### config.mk
export PLATFORM = sky130hd
export DESIGN_NAME = vga_sync_gen_flat
export DESIGN_NICKNAME = d
export VERILOG_FILES = /design/src/rtl/vga_sync_if.sv /design/src/rtl/vga_sync_gen.sv /design/src/flat_wrapper.sv
export SDC_FILE = /design/constraint.sdc
export NUM_CORES = 1
export LEC_CHECK = 0
export CORE_ASPECT_RATIO = 0.7
export CORE_UTILIZATION = 53
export CTS_CLUSTER_SIZE = 40
export DETAILED_ROUTE_END_ITERATION = 16
export GPL_TIMING_DRIVEN = 0
export PLACE_DENSITY = 0.89
export SYNTH_ARGS = -nofsm -noshare
export SYNTH_HDL_FRONTEND = slang
export SYNTH_SLANG_ARGS = --single-unit
### constraint.sdc
create_clock -name clk -period 2.7 [get_ports clk]
set_input_delay 0.405 -clock clk [delete_from_list [all_inputs] [get_ports clk]]
set_output_delay 0.405 -clock clk [all_outputs]
set_load 0.02 [all_outputs]
### src/rtl/vga_sync_if.sv
// vga_sync_if: bundles the pixel-tick input and all timing outputs of the VGA
// sync generator.
//   i_en        : pixel tick into the generator
//   o_hcnt      : pixel index within the line
//   o_vcnt      : line index within the frame
//   o_hsync     : horizontal sync (registered)
//   o_vsync     : vertical sync (registered)
//   o_video_on  : visible-area flag (registered)
//   o_line_end  : one-clock strobe on the tick that wraps o_hcnt
//   o_frame_end : one-clock strobe on the tick that wraps the whole frame
// master = the timing generator, slave = its consumer (pattern generator).
interface vga_sync_if #(
    parameter int H_WIDTH = 10,
    parameter int V_WIDTH = 10
);
    logic               i_en;
    logic [H_WIDTH-1:0] o_hcnt;
    logic [V_WIDTH-1:0] o_vcnt;
    logic               o_hsync;
    logic               o_vsync;
    logic               o_video_on;
    logic               o_line_end;
    logic               o_frame_end;

    modport master (
        input  i_en,
        output o_hcnt, o_vcnt, o_hsync, o_vsync, o_video_on,
        output o_line_end, o_frame_end
    );

    modport slave (
        output i_en,
        input  o_hcnt, o_vcnt, o_hsync, o_vsync, o_video_on,
        input  o_line_end, o_frame_end
    );
endinterface

### src/rtl/vga_sync_gen.sv
// vga_sync_gen: VGA horizontal/vertical timing generator driven by a
// pixel-rate enable strobe. Pure timing, no pixel data.
// Ports:
//   clk    : system clock
//   i_sclr : synchronous active-high reset (wins over the pixel tick)
//   bus    : vga_sync_if master -- i_en pixel tick in; counters, syncs,
//            video_on and line/frame end strobes out
// Sync and video_on are registered from the next-state counter values, so
// they always line up with o_hcnt/o_vcnt in the same cycle.
module vga_sync_gen #(
    parameter int H_DISP   = 640,
    parameter int H_FP     = 16,
    parameter int H_SYNC   = 96,
    parameter int H_BP     = 48,
    parameter int V_DISP   = 480,
    parameter int V_FP     = 10,
    parameter int V_SYNC   = 2,
    parameter int V_BP     = 33,
    parameter int H_WIDTH  = 10,
    parameter int V_WIDTH  = 10,
    parameter bit SYNC_POL = 1'b0
) (
    input  logic        clk,
    input  logic        i_sclr,
    vga_sync_if.master  bus
);

    localparam int H_TOTAL = H_DISP + H_FP + H_SYNC + H_BP;
    localparam int V_TOTAL = V_DISP + V_FP + V_SYNC + V_BP;

    localparam logic [H_WIDTH-1:0] H_LAST = H_WIDTH'(H_TOTAL - 1);
    localparam logic [V_WIDTH-1:0] V_LAST = V_WIDTH'(V_TOTAL - 1);
    localparam logic [H_WIDTH-1:0] H_ONE  = H_WIDTH'(1);
    localparam logic [V_WIDTH-1:0] V_ONE  = V_WIDTH'(1);

    // Inclusive window test on an unsigned count.
    function automatic logic in_win(input int cnt, input int lo, input int hi);
        return (cnt >= lo) && (cnt <= hi);
    endfunction

    // Map "inside sync window" to the configured pin level.
    function automatic logic sync_level(input logic active);
        return active ? SYNC_POL : !SYNC_POL;
    endfunction

    logic [H_WIDTH-1:0] hcnt_p0;
    logic [V_WIDTH-1:0] vcnt_p0;
    logic               hsync_p0;
    logic               vsync_p0;
    logic               video_on_p0;

    logic               h_wrap;
    logic               v_wrap;
    logic [H_WIDTH-1:0] hcnt_nxt;
    logic [V_WIDTH-1:0] vcnt_nxt;

    // Next-state counters: explicit compare against the last index, so
    // non-power-of-two totals wrap correctly.
    always_comb begin
        h_wrap   = (hcnt_p0 == H_LAST);
        v_wrap   = (vcnt_p0 == V_LAST);
        hcnt_nxt = h_wrap ? '0 : hcnt_p0 + H_ONE;
        vcnt_nxt = vcnt_p0;
        if (h_wrap) begin
            vcnt_nxt = v_wrap ? '0 : vcnt_p0 + V_ONE;
        end
    end

    // Stage p0: counters and decoded timing flags, all updated together.
    always_ff @(posedge clk) begin
        if (i_sclr) begin
            hcnt_p0     <= '0;
            vcnt_p0     <= '0;
            hsync_p0    <= sync_level(1'b0);
            vsync_p0    <= sync_level(1'b0);
            video_on_p0 <= 1'b1;
        end else if (bus.i_en) begin
            hcnt_p0     <= hcnt_nxt;
            vcnt_p0     <= vcnt_nxt;
            hsync_p0    <= sync_level(in_win(int'(hcnt_nxt), H_DISP + H_FP,
                                             H_DISP + H_FP + H_SYNC - 1));
            vsync_p0    <= sync_level(in_win(int'(vcnt_nxt), V_DISP + V_FP,
                                             V_DISP + V_FP + V_SYNC - 1));
            video_on_p0 <= (int'(hcnt_nxt) < H_DISP) && (int'(vcnt_nxt) < V_DISP);
        end
    end

    assign bus.o_hcnt     = hcnt_p0;
    assign bus.o_vcnt     = vcnt_p0;
    assign bus.o_hsync    = hsync_p0;
    assign bus.o_vsync    = vsync_p0;
    assign bus.o_video_on = video_on_p0;

    // Strobes mark the tick that performs the wrap; reset suppresses them.
    assign bus.o_line_end  = bus.i_en && !i_sclr && h_wrap;
    assign bus.o_frame_end = bus.o_line_end && v_wrap;

endmodule

### src/flat_wrapper.sv
// flat-port wrapper written by rule: the top's interface ports become plain ports
module vga_sync_gen_flat 
#(
    parameter int H_DISP   = 640,
    parameter int H_FP     = 16,
    parameter int H_SYNC   = 96,
    parameter int H_BP     = 48,
    parameter int V_DISP   = 480,
    parameter int V_FP     = 10,
    parameter int V_SYNC   = 2,
    parameter int V_BP     = 33,
    parameter int H_WIDTH  = 10,
    parameter int V_WIDTH  = 10,
    parameter bit SYNC_POL = 1'b0
)
  (clk, i_sclr, bus_i_en, bus_o_hcnt, bus_o_vcnt, bus_o_hsync, bus_o_vsync, bus_o_video_on, bus_o_line_end, bus_o_frame_end);
  vga_sync_if #(.H_WIDTH(H_WIDTH), .V_WIDTH(V_WIDTH)) bus_i ();
  input  logic clk;
  input  logic i_sclr;
  input wire logic [$bits(bus_i.i_en)-1:0] bus_i_en;
  output wire logic [$bits(bus_i.o_hcnt)-1:0] bus_o_hcnt;
  output wire logic [$bits(bus_i.o_vcnt)-1:0] bus_o_vcnt;
  output wire logic [$bits(bus_i.o_hsync)-1:0] bus_o_hsync;
  output wire logic [$bits(bus_i.o_vsync)-1:0] bus_o_vsync;
  output wire logic [$bits(bus_i.o_video_on)-1:0] bus_o_video_on;
  output wire logic [$bits(bus_i.o_line_end)-1:0] bus_o_line_end;
  output wire logic [$bits(bus_i.o_frame_end)-1:0] bus_o_frame_end;
  assign bus_i.i_en = bus_i_en;
  assign bus_o_hcnt = bus_i.o_hcnt;
  assign bus_o_vcnt = bus_i.o_vcnt;
  assign bus_o_hsync = bus_i.o_hsync;
  assign bus_o_vsync = bus_i.o_vsync;
  assign bus_o_video_on = bus_i.o_video_on;
  assign bus_o_line_end = bus_i.o_line_end;
  assign bus_o_frame_end = bus_i.o_frame_end;
  vga_sync_gen #(.H_DISP(H_DISP), .H_FP(H_FP), .H_SYNC(H_SYNC), .H_BP(H_BP), .V_DISP(V_DISP), .V_FP(V_FP), .V_SYNC(V_SYNC), .V_BP(V_BP), .H_WIDTH(H_WIDTH), .V_WIDTH(V_WIDTH), .SYNC_POL(SYNC_POL)) u_core (.clk(clk), .i_sclr(i_sclr), .bus(bus_i));
endmodule
==> key figures, run 1 <==
Status
  • Status: completed

Place
  • PortBufs: 26
  • Placed standard-cell area: roughly 0.0019 mm^2
  • Gpl congestion: 0.9125
  • Placed wire-length estimate: 2.966 mm

Cells and area
  • Finished layout cell area: 0.001998 mm^2
  • ANT cells: 0
  • Synth-to-Final Area Change: 22.94%
  • Net count, final: approximately 250
  • Share of cells above drive strength 1: 0.1208

Clock tree
  • Max H-tree Level: 1
  • Clock slew at reported path FFs: about 80 ps
  • Root Driver: clkbuf_8
  • CTS Buf Count: 3
  • CTS tree: yes
  • Clock latency on the worst-skew pair: around 270 ps
  • Clk sinks: 23
  • Worst-case clock buffer depth: 2

Synth
  • Syn Inst Count: 208
  • Synthesized area: 0.001625 mm^2
  • Yosys top cell by area: dfxtp_1
  • Yosys cell types: 53
  • Post-synth top cells: nor2_1, dfxtp_1, nand2_1
  • Most area-consuming cells after synthesis: dfxtp_1, nor2_1, xnor2_1
  • Synth Flop Type: dfxtp_1
  • Ys async rst share: 0
  • Post-synthesis net count: approximately 220
  • Top cell type's share of synthesized area: 0.2833
  • Seq cells post-synth: 23
  • Sequential fraction of the synthesis area: 0.2833
  • EDFF count, synth: 0
  • Count leader, synth: nor2_1
  • Syn_area_per_cell: 7.814 um^2
  • Synth warn: 0

Setup path
  • Setup CP Type: register to register
  • R2R Setup Slk: 140 ps
  • FF-to-FF Start: u_core.bus.o_vcnt[0]$_SDFFE_PP0P_
  • Arr. time, crit path: approximately 2700 ps
  • Critical path startpoint: u_core.bus.o_vcnt[0]$_SDFFE_PP0P_
  • Max Fanout on Critical Path: 8
  • Worst setup endpoint: u_core.bus.o_video_on$_SDFFE_PP1P_
  • Required time worst endpoint: around 2900 ps
  • Reg-to-reg endpoint: u_core.bus.o_video_on$_SDFFE_PP1P_
  • CP endpoint kind: register
  • Critical Path Start Type: register
  • Worst Reg2Reg Path Length in Cells: 8

Flow run
  • Max Cap Viol: 0

Floorplan
  • Die height: 48.33 um
  • IO Count: 28
  • Die Footprint: 0.003296 mm^2
  • Core Area: roughly 0.0029 mm^2
  • Die Width: 68.19 um
  • FP Rows: 16
  • Initial Utilization: 0.5677

Global route
  • Grt ovf: 0
  • Pin count of the biggest net entering global routing: 14
  • All-layer global routing usage: 0.2821
  • Initial antenna violation count: 0
  • First-pass GRT wire length: between 7 and 8 mm
  • Number of global-route vias before repair: 1477

Pwr
  • Pwr Density: 311.2 mW/mm^2
  • Maximum VDD drop: 0.2593 mV
  • Lkg Pwr: 0.6883 nW
  • Overall power: between 0.6 and 0.7 mW

Detailed routing
  • Drt wl/cell: 15.48 um
  • Antenna-violating nets left: 0
  • TritonRoute pass-1 iters: 5
  • Detailed Route Iter0 Violations: 187
  • Post-Route WL: 4.273 mm
  • DR vias: 1681
  • Drt via density: 6.091
  • DRC: 0

STA
  • Fin crit share: 0.9465
  • Setup TNS: 0 ps
  • Final Hold Fails: 0
  • Worst slew margin: 0.6511
  • Max Clk Rate: 391.3 MHz
  • Tmin final: 2556 ps
  • Slew @ Worst Pin: 523.4 ps
  • Max Slew Vio Count: 0
  • Endpoints failing setup: 0
  • Fin Clk Skew: 5.415 ps
  • RSZ-0062 raised after global routing: false

Hold path
  • Min-Delay Path Class: register to register
==> worst min path at each step <==
| stage | from | to | slack (ps) | cells after the start |
|---|---|---|---|---|
| floorplan | i_sclr | u_core.bus.o_vsync$_SDFFE_PP1P_ | 540 | 1 |
| global placement | u_core.bus.o_vsync$_SDFFE_PP1P_ | u_core.bus.o_vsync$_SDFFE_PP1P_ | 490 | 1 |
| detailed placement | u_core.bus.o_vsync$_SDFFE_PP1P_ | u_core.bus.o_vsync$_SDFFE_PP1P_ | 520 | 1 |
| CTS | u_core.bus.o_vsync$_SDFFE_PP1P_ | u_core.bus.o_vsync$_SDFFE_PP1P_ | 540 | 1 |
| global route | u_core.bus.o_vsync$_SDFFE_PP1P_ | u_core.bus.o_vsync$_SDFFE_PP1P_ | 550 | 1 |
| finish | u_core.bus.o_hcnt[1]$_SDFFE_PP0P_ | u_core.bus.o_hcnt[1]$_SDFFE_PP0P_ | 540 | 2 |
==> kinds of logic (layout without fill, tap and decap cells) <==
logic type                 after synthesis  in the layout  synth area share
AOI/OAI and AO/OA                       47             47            0.1878
xor gates and xnor gates                14             14           0.07544
adders and majority gates                4              4           0.03079
buffers and inverters                   24             56           0.07005
DFF                                     23             23            0.2833
muxes                                    1              1          0.006928
and+or+nand+nor                         95             95            0.3456
==> layout by cell type (no fill, tap or decap), drive strengths merged, types with 3 or more instances in the layout <==
| master | n |
|---|---|
| a31oi | 4 |
| xnor2 | 9 |
| nand3 | 10 |
| and2 | 3 |
| o21ai | 11 |
| a21oi | 11 |
| xor2 | 5 |
| o22ai | 3 |
| nand4 | 5 |
| ha | 4 |
| and3 | 5 |
| buf | 6 |
| inv | 10 |
| clkbuf | 13 |
| clkdlybuf4s50 | 24 |
| nor3 | 13 |
| dfxtp | 23 |
| nand2 | 15 |
| nor2 | 27 |
==> final cells by class <==
class | count | area (um^2)
Buffer | 14 | 76.32
Clock buffer | 3 | 41.29
Clock inverter | 1 | 5.005
Fill cell | 235 | 864.6
Inverter | 10 | 37.54
Multi-Input combinational cell | 161 | 1054
Sequential cell | 23 | 462.9
Tap cell | 36 | 45.04
Timing Repair Buffer | 28 | 276.5
==> critical path, stage by stage, from the launching register on <==
cell	delay, ps
dfxtp_1	470
ha_1	190
clkbuf_1	270
nand4_1	240
buf_4	220
nor3_2	210
xnor2_1	110
or4b_4	510
a31o_1	220
==> layer usage <==
| layer | wire, um | GRT usage |
|---|---|---|
| met1 | 1988 | 0.4231 |
| met2 | 1867 | 0.4183 |
| met3 | 375 | 0.06368 |
| met4 | 42 | 0.03472 |
| met5 | 0 | 0 |
==> sequential cells by signal, summed over array words and instances (netlist names) <==
| register | flops |
|---|---|
| u_core.bus.o_video_on | 1 |
| u_core.bus.o_vsync | 1 |
| u_core.bus.o_hsync | 1 |
| u_core.bus.o_hcnt | 10 |
| u_core.bus.o_vcnt | 10 |
==> power breakdown <==
group          internal, mW  total (mW)  switching (mW)
clock network         0.103       0.213           0.110
logic                0.0221      0.0539          0.0318
registers             0.345       0.355         0.00957
==> stage by stage <==
stage	hold slack, ps	util	setup slack (ps)	instances
detailed placement	520.6	0.6744	127.1	270
finish	541.7	0.6980	144.4	276
global placement	493.7	0.6744	129.3	270
global route	545.8	0.6980	44.27	276
CTS	540.0	0.6945	72.26	275
floorplan	540.6	-	375.4	208
==> timing repair <==
action,in CTS,in global routing
endpoints found under the setup margin,2,3
hold buffers,0,0
pin swaps,1,1
gates resized for setup,4,1
buffers inserted,1,1
No activity file was read; power rests on OpenSTA's default activity.
==> run 2: changes to the inputs <==
--- a/config.mk
+++ b/config.mk
@@ -5,12 +5,14 @@
 export SDC_FILE = /design/constraint.sdc
 export NUM_CORES = 1
 export LEC_CHECK = 0
+export ABC_CLOCK_PERIOD_IN_PS = 2700
 export CORE_ASPECT_RATIO = 0.7
-export CORE_UTILIZATION = 53
+export CORE_UTILIZATION = 40
 export CTS_CLUSTER_SIZE = 40
 export DETAILED_ROUTE_END_ITERATION = 16
 export GPL_TIMING_DRIVEN = 0
-export PLACE_DENSITY = 0.89
+export PLACE_DENSITY = 0.72
+export SLEW_MARGIN = 20
 export SYNTH_ARGS = -nofsm -noshare
 export SYNTH_HDL_FRONTEND = slang
 export SYNTH_SLANG_ARGS = --single-unit
==> run 2 against run 1 <==
  * Via count shrank 5.9%
  * Power grew 1.1%
  * Maximum frequency is 0.13% higher
  * Combinational power about the same
  * First-iteration DRC count decreased by 34%
  * Utilization fell by 16 points
  * Sequential power about the same
  * Non-clock buffer count fell by 1
  * Largest power group unchanged
  * Highest routed layer unchanged
==> key figures, run 2 (same netlist as run 1, synthesis figures left out) <==
Floorplan
  • Die Footprint: around 0.0043 mm^2
  • Die Width: 78.19 um
  • Core Area: 0.003694 mm^2
  • Initial Utilization: 0.4400
  • IO Count: 28
  • Die height: 55.33 um
  • FP Rows: 18

Global route
  • Number of global-route vias before repair: ~1300
  • Initial antenna violation count: 0
  • Grt ovf: 0
  • Pin count of the biggest net entering global routing: 13
  • All-layer global routing usage: 0.2022
  • First-pass GRT wire length: between 6 and 7 mm

Cells and area
  • Net count, final: 247
  • Final std cells w/o fill: 289
  • Share of cells above drive strength 1: 0.1088
  • Commonest cells after routing, fill and taps aside: nor2_1, clkdlybuf4s50_1, dfxtp_1
  • Commonest non-fill, non-tap cell in the layout: nor2_1
  • ANT cells: 0
  • Synth-to-Final Area Change: 23.09%
  • Fillers: 365

Clock tree
  • Max H-tree Level: 1
  • Clk sinks: 23
  • # hold bufs at CTS: 0
  • Clock latency on the worst-skew pair: 270 ps
  • CTS Buf Count: 3
  • Worst-case clock buffer depth: 2
  • Root Driver: clkbuf_8
  • CTS tree: yes
  • Clock slew at reported path FFs: 80 ps

Pwr
  • Overall power: approximately 0.63 mW
  • Pwr Density: 314.2 mW/mm^2
  • Lkg Pwr: 0.6699 nW
  • Maximum VDD drop: 0.2440 mV

Setup path
  • R2R Setup Slk: 270 ps
  • Setup CP Type: register to output pin
  • Critical Path Start Type: register
  • FF-to-FF Start: u_core.bus.o_vcnt[0]$_SDFFE_PP0P_
  • Arr. time, crit path: 2150 ps
  • Reg-to-reg endpoint: u_core.bus.o_video_on$_SDFFE_PP1P_
  • Required time worst endpoint: 2300 ps
  • CP endpoint kind: output pin
  • Worst Reg2Reg Path Length in Cells: 7
  • Max Fanout on Critical Path: 10

STA
  • Final Hold Fails: 0
  • Max Clk Rate: 391.8 MHz
  • Fin crit share: 0.9453
  • Worst slew margin: 0.6434
  • Endpoints failing setup: 0
  • RSZ-0062 raised after global routing: false
  • Worst hold slack: 506.0 ps
  • Tmin final: 2552 ps
  • Fin Clk Skew: 2.145 ps
  • Max Slew Vio Count: 0
  • Setup TNS: 0 ps
  • Slew @ Worst Pin: around 530 ps

Hold path
  • Cells on Worst Hold Path: 1
  • Hold_sp: u_core.bus.o_vsync$_SDFFE_PP1P_
  • WHS Endpoint: u_core.bus.o_vsync$_SDFFE_PP1P_
  • Min-Delay Path Class: register to register

Detailed routing
  • Post-Route WL: 4.117 mm
  • DR vias: 1582
  • Drt wl/cell: around 14 um
  • Detailed Route Iter0 Violations: 123
  • Antenna-violating nets left: 0
  • TritonRoute pass-1 iters: 4
  • DRC: 0
  • Drt via density: about 5.5

Place
  • PortBufs: 26
  • Placed cell count: 284
  • Gpl congestion: slightly above 0.9
  • Placed wire-length estimate: 3.002 mm

Flow run
  • Max Cap Viol: 0

Status
  • Status: completed
==> run 2: final cells by class <==
cell class / instances / area, um^2 / area share
buffer: 14 / 76.32 / 0.03815
clock buffer: 4 / 45.04 / 0.02251
inverter: 10 / 37.54 / 0.01876
multi-input combinational: 161 / 1051 / 0.5253
sequential: 23 / 462.9 / 0.2314
tap: 50 / 62.56 / 0.03127
timing repair buffer: 27 / 265.3 / 0.1326
==> run 2: critical path, stage by stage, from the launching register on <==
cell	delay [ps]
dfxtp_2	400
ha_1	250
and4_2	280
buf_4	180
nand3_1	130
nor2_1	170
and2_1	140
dlygate4sd2_1	340
==> run 2: repair_timing <==
item / CTS / global route
resized for setup: 3 / 1
buffers inserted: 1 / 0
setup endpoints to repair: 2 / 1
pin swaps: 1 / 0
==> run 2: power breakdown <==
| part | internal (mW) | total, mW | switching (mW) |
|---|---|---|---|
| logic | 0.0220 | 0.0538 | 0.0318 |
| registers | 0.345 | 0.355 | 0.00986 |
| clock network | 0.105 | 0.220 | 0.114 |
| total | 0.472 | 0.629 | 0.156 |
==> run 2: worst max path at each step <==
stage | startpoint | to | slack [ps] | depth (start not counted)
floorplan | u_core.bus.o_hcnt[0]$_SDFFE_PP0P_ | bus_o_frame_end | 380 | 6
global placement | u_core.bus.o_vcnt[9]$_SDFFE_PP0P_ | bus_o_frame_end | 70 | 4
detailed placement | u_core.bus.o_vcnt[9]$_SDFFE_PP0P_ | bus_o_frame_end | 60 | 4
CTS | u_core.bus.o_hcnt[1]$_SDFFE_PP0P_ | bus_o_frame_end | 100 | 7
global route | u_core.bus.o_vcnt[0]$_SDFFE_PP0P_ | u_core.bus.o_vsync$_SDFFE_PP1P_ | 6 | 7
finish | u_core.bus.o_hcnt[0]$_SDFFE_PP0P_ | bus_o_frame_end | 150 | 7
==> run 2: routing by layer <==
metal  global-route usage  vias up  routed length [um]
met1               0.3353      721                2215
met3              0.03471        2                 295
met2               0.2607       50                1576
met4              0.03968        0                  29
li1                     -      809                   -
met5                    0        -                   0
==> run 2: stage by stage <==
step	utilization	area [um^2]	worst slack, ps
6_report	0.5417	2001	147.6
2_1_floorplan	-	1625	375.4
3_3_place_gp	0.5274	1948	69.00
4_1_cts	0.5413	1999	102.4
3_5_place_dp	0.5274	1948	61.37
5_1_grt	0.5417	2001	5.938
==> run 3: changes to the inputs <==
--- a/config.mk
+++ b/config.mk
@@ -11,6 +11,7 @@
 export CTS_CLUSTER_SIZE = 40
 export DETAILED_ROUTE_END_ITERATION = 16
 export GPL_TIMING_DRIVEN = 0
+export HOLD_SLACK_MARGIN = 0.12
 export PLACE_DENSITY = 0.72
 export SLEW_MARGIN = 20
 export SYNTH_ARGS = -nofsm -noshare
==> results of run 3 <==
Same layout as run 2: the final DEF is identical, and so are final timing and power.
==> RTL edit 1: new RTL, config.mk and constraints of run 1 <==
`H_BP` is set to 48 in 2 places; all go to 24.
--- a/src/rtl/vga_sync_gen.sv
+++ b/src/rtl/vga_sync_gen.sv
@@ -11,7 +11,7 @@
     parameter int H_DISP   = 640,
     parameter int H_FP     = 16,
     parameter int H_SYNC   = 96,
-    parameter int H_BP     = 48,
+    parameter int H_BP     = 24,
     parameter int V_DISP   = 480,
     parameter int V_FP     = 10,
     parameter int V_SYNC   = 2,
--- a/src/flat_wrapper.sv
+++ b/src/flat_wrapper.sv
@@ -4,7 +4,7 @@
     parameter int H_DISP   = 640,
     parameter int H_FP     = 16,
     parameter int H_SYNC   = 96,
-    parameter int H_BP     = 48,
+    parameter int H_BP     = 24,
     parameter int V_DISP   = 480,
     parameter int V_FP     = 10,
     parameter int V_SYNC   = 2,
Behaviour: no difference found for any inputs over 10 cycles, from zero or initial values; that may be too few to reach the edited logic, so the function may still have changed.
==> RTL edit 1 against run 1 <==
  * Routed wire length shrank 11%
  * Clock power increased by 2%
  * Power about the same
  * Utilization up 1.9 points
  * Via count fell by 8.4%
  * Cell area shrank 8.4%
  * Critical path depth decreased by 2
  * Maximum frequency down 1.3%
  * Critical path type is now register to output port
  * Area after synthesis decreased by 9.1%
  * Sequential cell count did not move
  * Worst setup slack got worse by 0.034 ns
  * Critical endpoint is now bus_o_line_end
  * Sequential share of layout area rose by 2.1 points
==> RTL edit 1: results (changes against run 1) <==
| Metric | Value |
|---|---|
| Status | completed |
| H-tree depth | 1 (unchanged) |
| CP Max Fanout | 14 (+6) |
| Least-Margin Pin Slew | 0.553 ns (+0.0299 ns) |
| Via count | 1539 (-8.4%) |
| Syn Area/Cell | 7.58 um^2 (-3.0%) |
| Comb pwr share | 8.3% (-0.4 points) |
| Top area cells in the synthesized netlist | dfxtp_1 31%, nor2_1 7.1%, a21oi_1 4.4% |
| Worst vdd ir | 0.293 mV (+13%) |
| M2 GR Usage | 40.2% (-1.6 points) |
| Vias per inst | 5.97 (-2.1%) |
| Synthesized area | 1480 um^2 (-9.1%) |
| Avg WL per Cell | 14.7 um (-5.0%) |
| Clk root buf | clkbuf_8 |
| WP data arrival | 2.18 ns (-0.54 ns) |
| Buffering overhead | 17.9% (+0.25 points) |
| Fraction of final layout cells sized beyond drive strength 1 | 8.48% (-3.6 points) |
| Metal3 WL | 424 um (+13%) |
| Final #Nets | 232 (-6.5%) |
| Met3 GRT Util | 7.18% (+0.81 points) |
| Multi-input logic area | 926 um^2 (-12%) |
| Psw | 0.000152 W (+0.12%) |
| Met1 usage | 40.0% (-2.3 points) |
| Post-DP HPWL | 2.66 mm (-10%) |
| WL met1 | 1.73 mm (-13%) |
| Multi-Input Combinational | 149 (-7.5%) |
| Seq/Total Area, Yosys | 31.2% (+2.8 points) |
| Latest clock arrival within the worst-skew pair | 0.27 ns (about the same) |
| Port Buffer Count | 25 (-3.8%) |
| Signal buffers | 41 (-2.4%) |
| Post-synthesis compound-gate area fraction | 19.1% (+0.27 points) |
| Multiplexer share of the synthesized area | 0% (-0.69 points) |
| LEAKAGE | 0.594 nW (-14%) |
| Synth unique cells | 41 (-23%) |
| Fill cells | 230 (-2.1%) |
| Worst Skew | 0.00563 ns (+0.000213 ns) |
| Largest net degree at the start of global routing | 15 (+1) |
| Placed cell area | 1770 um^2 (-8.3%) |
| WL met2 | 1.57 mm (-16%) |
| First-pass GRT wire length | 6.27 mm (-12%) |
| Placed Instances | 254 (-5.9%) |
| Number of non-clock inverters | 7 (-3) |
| Synthesis-to-finish area growth | 23.9% |
| Clock Network Area Fraction | 2.46% (+0.14 points) |
| GRT Util Overall | 28.0% (-0.25 points) |
| Initial DRC Count | 131 (-30%) |
| Adder and majority cell fraction of the synthesized area | 3.39% (+0.31 points) |
| Vias in the first global route | 1295 (-12%) |
| XOR/XNOR Fraction of Synth Area | 5.93% (-1.6 points) |
| Post-CTS resize count | 8 (+4) |
| Gpl congestion | 0.917 (+0.47%) |
| Clock buffer cells | 4 (+1) |
| Flops & latches, synth | 23 (unchanged) |
| Syn nets | 202 (-6.0%) |
-- RTL edit 1: changes by cell type after synthesis, moves of 3 or more --
cell | before | now
xnor2_1 | 9 | 3
nand3_1 | 9 | 13
a211oi_1 | 2 | 5
and3_1 | 3 | 6
clkbuf_1 | 9 | 12
inv_1 | 10 | 7
-- RTL edit 1: critical path, cell delays in order, from the launching register on --
cell and delay [ns]:
dfxtp_1 0.33, buf_6 0.13, or3_4 0.41, or4_1 0.48
buf_2 0.22, nor3_1 0.15, buf_2 0.19
-- RTL edit 1: path summary, 6_finish.rpt --
check	depth (start not counted)	end	from	slack, ns
min reg2reg	2	u_core.bus.o_video_on	u_core.bus.o_video_on	0.51
min	2	u_core.bus.o_video_on	u_core.bus.o_video_on	0.51
max reg2reg	8	u_core.bus.o_vsync	u_core.bus.o_hcnt[4]	0.15
max	6	bus_o_line_end	u_core.bus.o_hcnt[4]	0.11
==> RTL edit 2: new RTL, flow settings as in run 1 <==
Without the edit above. Compare `vcnt_p0` against `V_LAST` with >= in place of ==.
--- a/src/rtl/vga_sync_gen.sv
+++ b/src/rtl/vga_sync_gen.sv
@@ -58,7 +58,7 @@
     // non-power-of-two totals wrap correctly.
     always_comb begin
         h_wrap   = (hcnt_p0 == H_LAST);
-        v_wrap   = (vcnt_p0 == V_LAST);
+        v_wrap   = (vcnt_p0 >= V_LAST);
         hcnt_nxt = h_wrap ? '0 : hcnt_p0 + H_ONE;
         vcnt_nxt = vcnt_p0;
         if (h_wrap) begin
Formal check against the unedited RTL: same outputs for any inputs over 10 cycles, from zero or initial values; that may be too few to reach the edited logic, so the function may still have changed.
==> RTL edit 2 against run 1 <==
  * Clock skew fell by 0.0020 ns
  * Die area fell by 3.5%
  * Routed wire length fell by 3.5%
  * Synthesized cell count fell by 2.9%
  * Worst setup slack got worse by 0.0053 ns
  * Power rose by 3.4%
  * Sequential cell count did not move
  * Non-clock buffer count did not move
  * Area after synthesis fell by 3.6%
  * Cell area fell by 3.1%
  * Largest power group unchanged
==> RTL edit 2: results (changes against run 1) <==
| Metric | Value |
|---|---|
| Status | completed |
| Vias in the first global route | 1352 (-8.5%) |
| Crit-path leading delay family | buffers and inverters |
| LEAKAGE | 0.660 nW (-4.1%) |
| Placed cell area | 1880 um^2 (-2.5%) |
| Met1 usage | 40.3% (-2.0 points) |
| Worst Skew | 0.00343 ns (-0.00198 ns) |
| Via count | 1622 (-3.5%) |
| Synth unique cells | 49 (-7.5%) |
| Place WS | -0.120 ns (-0.247 ns) |
| Avg WL per Cell | 15.3 um (-0.98%) |
| Post-CTS setup buffers | 0 (-1) |
| Largest net degree at the start of global routing | 13 (-1) |
| Top area cells in the synthesized netlist | dfxtp_1 29%, nor2_1 6.7%, nand4_1 4.4% |
| Most frequent cells after synthesis | 28 x nor2_1, 23 x dfxtp_1, 13 x a21oi_1 |
| Least-Margin Pin Slew | 0.634 ns (+0.111 ns) |
| Initial DRC Count | 178 (-4.8%) |
| Gpl congestion | 0.911 (-0.14%) |
| Fill cells | 232 (-1.3%) |
| CP peak stage delay | 0.41 ns (-0.10 ns) |
| Met3 GRT Util | 10.5% (+4.1 points) |
| WP data arrival | 2.16 ns (-0.56 ns) |
| Fraction of final layout cells sized beyond drive strength 1 | 9.44% (-2.6 points) |
| Final #Nets | 241 (-2.8%) |
| Seq/Total Area, Yosys | 29.4% (+1.1 points) |
-- RTL edit 2: logic make-up after synthesis --
kind of cell | count (synthesis) | share of synthesized area (%)
AND/OR/NAND/NOR | 84 | 27.8
adder cells (fa/ha/maj) | 4 | 3.20
multiplexers | 2 | 1.28
buffers and inverters | 26 | 9.19
flip-flops | 23 | 29.4
AO/OA/AOI/OAI | 55 | 24.7
XOR/XNOR | 8 | 4.47
-- RTL edit 2: routing by layer --
layer | share of wire (%) | up-vias
met5 | 0 | -
met4 | 0.97 | 0
met3 | 9.5 | 11
met2 | 43 | 87
met1 | 47 | 724
li1 | - | 800
-- RTL edit 2: final timing paths --
| path | slack (ns) | depth (start not counted) | start | to |
|---|---|---|---|---|
| max | 0.14 | 6 | u_core.bus.o_hcnt[6] | bus_o_line_end |
| min | 0.53 | 2 | u_core.bus.o_hsync | u_core.bus.o_hsync |
| max reg2reg | 0.25 | 7 | u_core.bus.o_hcnt[6] | u_core.bus.o_video_on |
| min reg2reg | 0.53 | 2 | u_core.bus.o_hsync | u_core.bus.o_hsync |
-- RTL edit 2: stage by stage --
step	util, %	TNS [ns]	hold WS, ns	power [W]	instances
2_1_floorplan	-	0	0.576	0.000406	202
3_3_place_gp	67.1	-0.170	0.501	0.000431	265
3_5_place_dp	67.1	-0.136	0.503	0.000433	265
4_1_cts	68.8	0	0.528	0.000644	269
5_1_grt	69.1	0	0.570	0.000680	269
6_report	69.1	0	0.526	0.000643	269
-- RTL edit 2: cell type report --
type                            instances  area share, %
Multi-Input combinational cell        153           50.4
Tap cell                               36           2.33
Sequential cell                        23           23.9
Timing Repair Buffer                   27           13.6
Clock buffer                            4           2.33
Buffer                                 15           5.30
Inverter                               11           2.13
-- RTL edit 2: worst reg2reg max path, cell delays in order, from the launching register on --
cell and delay (ns):
dfxtp_1 0.31, clkbuf_1 0.21, nor4b_4 0.41, nand4_1 0.21, or2_2 0.35, o311ai_0 0.59
a21oi_1 0.08, a2bb2oi_1 0.15
-- RTL edit 2: repair_timing --
action,4_1_cts,5_1_grt
cloned,0,0
gates resized for setup,4,5
endpoints found under the setup margin,2,3
pin swaps,0,0
endpoints found under the hold margin,0,0
-- RTL edit 2: report_power, final --
group	switching [W]	internal [W]	total [W]
clock network	0.000109	0.000106	0.000215
logic	0.0000400	0.0000326	0.0000726
registers	0.0000107	0.000345	0.000356
total	0.000160	0.000483	0.000643
